<file path="src/rtl/cpu_mem_pkg.sv">
// Shared types for the instruction-fetch / load-store memory port.
// Holds FSM states, access size codes and the latched command bundle.
package cpu_mem_pkg;

    localparam int TIMEOUT_DEF = 255;

    typedef enum logic [1:0] {
        IDLE = 2'd0,
        WAIT = 2'd1,
        RESP = 2'd2,
        ERR  = 2'd3
    } state_e;

    typedef enum logic [1:0] {
        BYTE = 2'd0,
        HALF = 2'd1,
        WORD = 2'd2
    } size_e;

    typedef struct packed {
        logic        owner_ls;
        logic        we;
        size_e       size;
        logic [31:0] addr;
        logic [31:0] wdata;
    } mem_cmd_t;

    // Unknown size code 3 is checked like a word so it can never slip through.
    function automatic logic misaligned(input size_e size, input logic [1:0] lo);
        logic m;
        m = 1'b0;
        unique case (size)
            BYTE:    m = 1'b0;
            HALF:    m = lo[0];
            default: m = |lo;
        endcase
        return m;
    endfunction

endpackage

</file>
<file path="src/rtl/rr_arb2.sv">
// Two-requester round-robin grant; bit 0 = IF, bit 1 = LS.
// The last-served pointer moves only when a grant is issued.
module rr_arb2 (
    input  logic       clock,
    input  logic       reset,
    input  logic       en,
    input  logic [1:0] req,
    output logic [1:0] gnt
);

    logic last_ls_q;

    always_comb begin
        gnt = 2'b00;
        if (en) begin
            unique case (1'b1)
                (req == 2'b11): gnt = last_ls_q ? 2'b01 : 2'b10;
                (req == 2'b01): gnt = 2'b01;
                (req == 2'b10): gnt = 2'b10;
                default:        gnt = 2'b00;
            endcase
        end
    end

    always_ff @(posedge clock or negedge reset) begin
        if (!reset) begin
            last_ls_q <= 1'b1;
        end else if (|gnt) begin
            last_ls_q <= gnt[1];
        end
    end

endmodule

</file>
<file path="src/rtl/mem_port_arbiter.sv">
// Shares one memory port between instruction fetch and load/store.
// One access in flight; misaligned requests and timeouts end in an error.
module mem_port_arbiter
    import cpu_mem_pkg::*;
#(
    parameter int TIMEOUT = TIMEOUT_DEF
) (
    input  logic        clock,
    input  logic        reset,
    input  logic        if_req,
    input  logic [31:0] if_addr,
    output logic        if_gnt,
    output logic        if_rvalid,
    output logic [31:0] if_rdata,
    output logic        if_err,
    input  logic        ls_req,
    input  logic        ls_we,
    input  logic [1:0]  ls_size,
    input  logic [31:0] ls_addr,
    input  logic [31:0] ls_wdata,
    output logic        ls_gnt,
    output logic        ls_rvalid,
    output logic [31:0] ls_rdata,
    output logic        ls_err,
    output logic        mem_req,
    output logic        mem_we,
    output logic [1:0]  mem_size,
    output logic [31:0] mem_addr,
    output logic [31:0] mem_wdata,
    input  logic        mem_ack,
    input  logic [31:0] mem_rdata,
    output logic        busy
);

    localparam int CW = (TIMEOUT > 1) ? $clog2(TIMEOUT) : 1;
    localparam logic [CW-1:0] CNT_LAST = CW'(TIMEOUT - 1);

    state_e      state_q;
    mem_cmd_t    cmd_q;
    mem_cmd_t    cmd_d;
    logic [CW-1:0] cnt_q;
    logic        err_q;
    logic [31:0] rdata_q;
    logic [1:0]  gnt;
    logic        arb_en;
    logic        mis_d;
    logic        resp;

    // Gating with reset keeps gnt low while the block is held in reset.
    assign arb_en = reset && (state_q == IDLE);

    rr_arb2 u_arb (
        .clock (clock),
        .reset (reset),
        .en    (arb_en),
        .req   ({ls_req, if_req}),
        .gnt   (gnt)
    );

    always_comb begin
        cmd_d          = '0;
        cmd_d.owner_ls = gnt[1];
        cmd_d.we       = gnt[1] & ls_we;
        cmd_d.size     = gnt[1] ? size_e'(ls_size) : WORD;
        cmd_d.addr     = gnt[1] ? ls_addr : if_addr;
        cmd_d.wdata    = gnt[1] ? ls_wdata : 32'd0;
    end

    assign mis_d = misaligned(cmd_d.size, cmd_d.addr[1:0]);

    always_ff @(posedge clock or negedge reset) begin
        if (!reset) begin
            state_q <= IDLE;
            cmd_q   <= '0;
            cnt_q   <= '0;
            err_q   <= 1'b0;
            rdata_q <= '0;
        end else begin
            unique case (state_q)
                IDLE: begin
                    if (|gnt) begin
                        cmd_q   <= cmd_d;
                        cnt_q   <= '0;
                        rdata_q <= '0;
                        err_q   <= mis_d;
                        state_q <= mis_d ? ERR : WAIT;
                    end
                end
                WAIT: begin
                    if (mem_ack) begin
                        rdata_q <= cmd_q.we ? 32'd0 : mem_rdata;
                        state_q <= RESP;
                    end else if (cnt_q == CNT_LAST) begin
                        err_q   <= 1'b1;
                        state_q <= RESP;
                    end else begin
                        cnt_q <= cnt_q + 1'b1;
                    end
                end
                RESP:    state_q <= IDLE;
                ERR:     state_q <= IDLE;
                default: state_q <= IDLE;
            endcase
        end
    end

    assign busy      = (state_q != IDLE);
    assign resp      = (state_q == RESP) || (state_q == ERR);

    assign if_gnt    = gnt[0];
    assign ls_gnt    = gnt[1];

    assign mem_req   = (state_q == WAIT);
    assign mem_we    = cmd_q.we;
    assign mem_size  = cmd_q.size;
    assign mem_addr  = cmd_q.addr;
    assign mem_wdata = cmd_q.wdata;

    assign if_rvalid = resp & ~cmd_q.owner_ls;
    assign ls_rvalid = resp & cmd_q.owner_ls;
    assign if_err    = if_rvalid & err_q;
    assign ls_err    = ls_rvalid & err_q;
    assign if_rdata  = if_rvalid ? rdata_q : 32'd0;
    assign ls_rdata  = ls_rvalid ? rdata_q : 32'd0;

endmodule

</file>
<file path="config.mk">
export PLATFORM = sky130hd
export DESIGN_NAME = mem_port_arbiter
export DESIGN_NICKNAME = d
export VERILOG_FILES = /design/src/rtl/cpu_mem_pkg.sv /design/src/rtl/rr_arb2.sv /design/src/rtl/mem_port_arbiter.sv
export SDC_FILE = /design/constraint.sdc
export NUM_CORES = 1
export LEC_CHECK = 0
export CAP_MARGIN = 10
export CELL_PAD_IN_SITES_DETAIL_PLACEMENT = 0
export CELL_PAD_IN_SITES_GLOBAL_PLACEMENT = 1
export CORE_MARGIN = 3
export CORE_UTILIZATION = 32
export DETAILED_ROUTE_END_ITERATION = 7
export PLACE_DENSITY_LB_ADDON = 0.1
export SYNTH_ARGS = -nofsm -noshare
export SYNTH_HDL_FRONTEND = slang
export SYNTH_SLANG_ARGS = --single-unit
</file>
<file path="constraint.sdc">
create_clock -name clock -period 4.3 [get_ports clock]
set_input_delay 0.86 -clock clock [delete_from_list [all_inputs] [get_ports clock]]
set_output_delay 0.86 -clock clock [all_outputs]
set_load 0.02 [all_outputs]
</file>
==> metrics <==
CP startpoint cmd_q[67]; NetSw 1.86 mW; H-tree levels 3; CTS tree yes; Post-DP HPWL 12200 um; ys flop type dfrtp_1; minimum clock period 3.69 ns; grt ovf 0; top-level port count 275; # Post-CTS Setup Buffers 0; EDFF count, synth 0; GRT met1 Usage 22.3%; Worst EP required 3.44 ns; DR vias/cell 4.90; FF-to-FF path depth 6; initial antenna violation count 1; Synth Instances 580; r2r setup slk 1.78 ns; met2 usage in global routing 29.4%; share of the synthesized area in the top cell type 48.8%; Site Rows 48; Post-Synth XOR/XNOR Area 0%; post-CTS resize count 0; Max FO, Critical Path 36; DR WL/cell 17.4 um; R2R Path End rdata_q[16]; WL final 17300 um; Clk pwr share 17.2%; type of the worst min-delay path input pin to asynchronous set/reset pin; CTS Sinks 112; DR iter-0 viols 248; Synth Area per Inst 9.82 um^2; CTS Buf Count 9; drt pass-1 iters 4; vias 4866; largest family of logic cells by synthesized area simple AND/OR/NAND/NOR gates; most common cell after layout, fill and taps aside clkdlybuf4s50_1; Setup Viol. Count Final 0; Pleak 3.80 nW; Comb power frac 46.5%; gr usage total 17.5%; Worst Setup EP if_rdata[25]; FF-to-FF Start state_q[1]; Max Cap Viol 0; commonest cells after routing, fill and taps aside clkdlybuf4s50_1, dfrtp_1, nand2_1; final period utilization 85.7%; CTS max path bufs 2; Final nets 901; adder-cell area share of the yosys netlist 0.439%; Clk pin slew, worst setup/hold paths 0.07 ns; YS warnings 0; Async SR Flop Fraction 100%; share of layout cells above drive strength 1 8.33%; Pint 3.10 mW; Hold Buf Count CTS 0; Crit path arrival time 2.83 ns; Hold WS 0.392 ns; Initial Utilization 32.8%; relative slew slack 34.9%; simple-gate share of the synthesized area 20.6%; status finished, final reports clean; final setup skew 0.00646 ns; sw frac 37.5%; Max Clk Rate 271 MHz; met3 Use GR 3.81%; post-synthesis mux area share 0.703%; Yosys cell types 43; Final Hold Vio Count 0; worst slew pin tran 0.974 ns; crit path kind flop to output port; first-pass GRT wire length 27700 um; DRC 0; Die Y 139 um; DRT antenna net count 0; Area contributors post-synth dfrtp_1, buf_4, and3_1, a22o_1, nand2_1; Root Driver clkbuf_16; Startpoint Class flop; grt peak-use layer met2; largest net degree at the start of global routing 69; Seq pwr share 36.4%; PortBufs 274; Syn Nets 718; Crit. End Element output port; sequential area share after synthesis 49.2%; PwrDens 590 nW/um^2; vias in the first global route 5049; fin. max-slew vios 0; gpl congestion 0.752; Mapped Area 5690 um^2; Worst VDD drop 0.265 mV; setup TNS 0 ns; Area Growth Syn to Fin 47.6%; Die ar. 19400 um^2; clock latency on the worst-skew pair 0.34 ns; compound-gate portion of the synthesized area 16.6%; post-synth top area cell dfrtp_1; Die Wd 139 um; core area 17400 um^2; RSZ-0062 raised after global routing false; #FFs+latches synth 112
==> metal layers <==
layer | routed length, um | up-vias
li1 | - | 2328
met1 | 7350 | 2341
met2 | 8450 | 172
met3 | 1140 | 25
met4 | 397 | 0
met5 | 0 | -
==> Yosys cell counts, drive strengths merged, types with 2 or more instances <==
cell    count
o22a        2
o21ai       6
a22o       34
nor3b       2
dfrtp     111
nor2       39
and3       66
mux2i       4
nand4       3
o311ai      2
nand2      75
o211ai      2
and2b       2
a31oi      32
o41ai       2
and2       34
clkbuf     27
buf        84
inv         3
a31o       32
ha          2
a21o        3
==> stage by stage <==
step	power, mW	instance area (um^2)	setup WS, ns	std cells	util, %
floorplan	3.41	5690	1.85	580	-
global placement	4.10	8100	0.951	977	46.7
detailed placement	4.14	8100	0.916	977	46.7
CTS	5.02	8400	0.570	993	48.4
global route	5.29	8400	0.331	994	48.4
finish	4.95	8400	0.613	994	48.4
==> registers in the layout (all words and copies together), names as in the netlist <==
signal / count
mem_size: 2
rdata_q: 32
u_arb.last_ls_q: 1
err_q: 1
cnt_q: 8
mem_we: 1
mem_wdata: 32
cmd_q: 1
mem_addr: 32
state_q: 2
==> worst min path at each step <==
stage                     startpoint           to
after detailed placement    cnt_q[7]     cnt_q[7]
after CTS                      reset   rdata_q[3]
final                          reset   rdata_q[3]
after global routing           reset  rdata_q[15]
after global placement      cnt_q[7]     cnt_q[7]
after floorplan             cnt_q[7]     cnt_q[7]
==> final cells by class <==
type                    instances  area [um^2]
diodes                          1         2.50
clock inverters                 3         40.0
repair buffers                283         2810
clock buffers                  13          260
flip-flops and latches        112         2800
well taps                     225          282
fillers                      1591         8950
multi-input cells             354         2200
inverters                       3         11.3
==> worst max-delay path: stages, from the launching register on <==
cell             delay, ns
dfrtp_1               0.73
and2b_1               0.90
and2_1                0.23
clkdlybuf4s50_1       0.61
==> cells by family (layout without fill, tap and decap cells) <==
group,count (synthesis),after routing
and+or+nand+nor,228,228
AOI/OAI and AO/OA,120,120
buffers and inverters,114,302
DFF,112,112
muxes,4,4
adders and majority gates,2,2
other,0,1
==> power groups by stage <==
stage / clock network, mW / registers, mW / logic (mW)
2_1_floorplan: 0 / 1.69 / 1.72
3_3_place_gp: 0 / 1.81 / 2.29
3_5_place_dp: 0 / 1.81 / 2.33
4_1_cts: 0.884 / 1.81 / 2.33
5_1_grt: 0.933 / 1.87 / 2.48
6_report: 0.850 / 1.80 / 2.30
No activity file was read; power rests on OpenSTA's default activity.
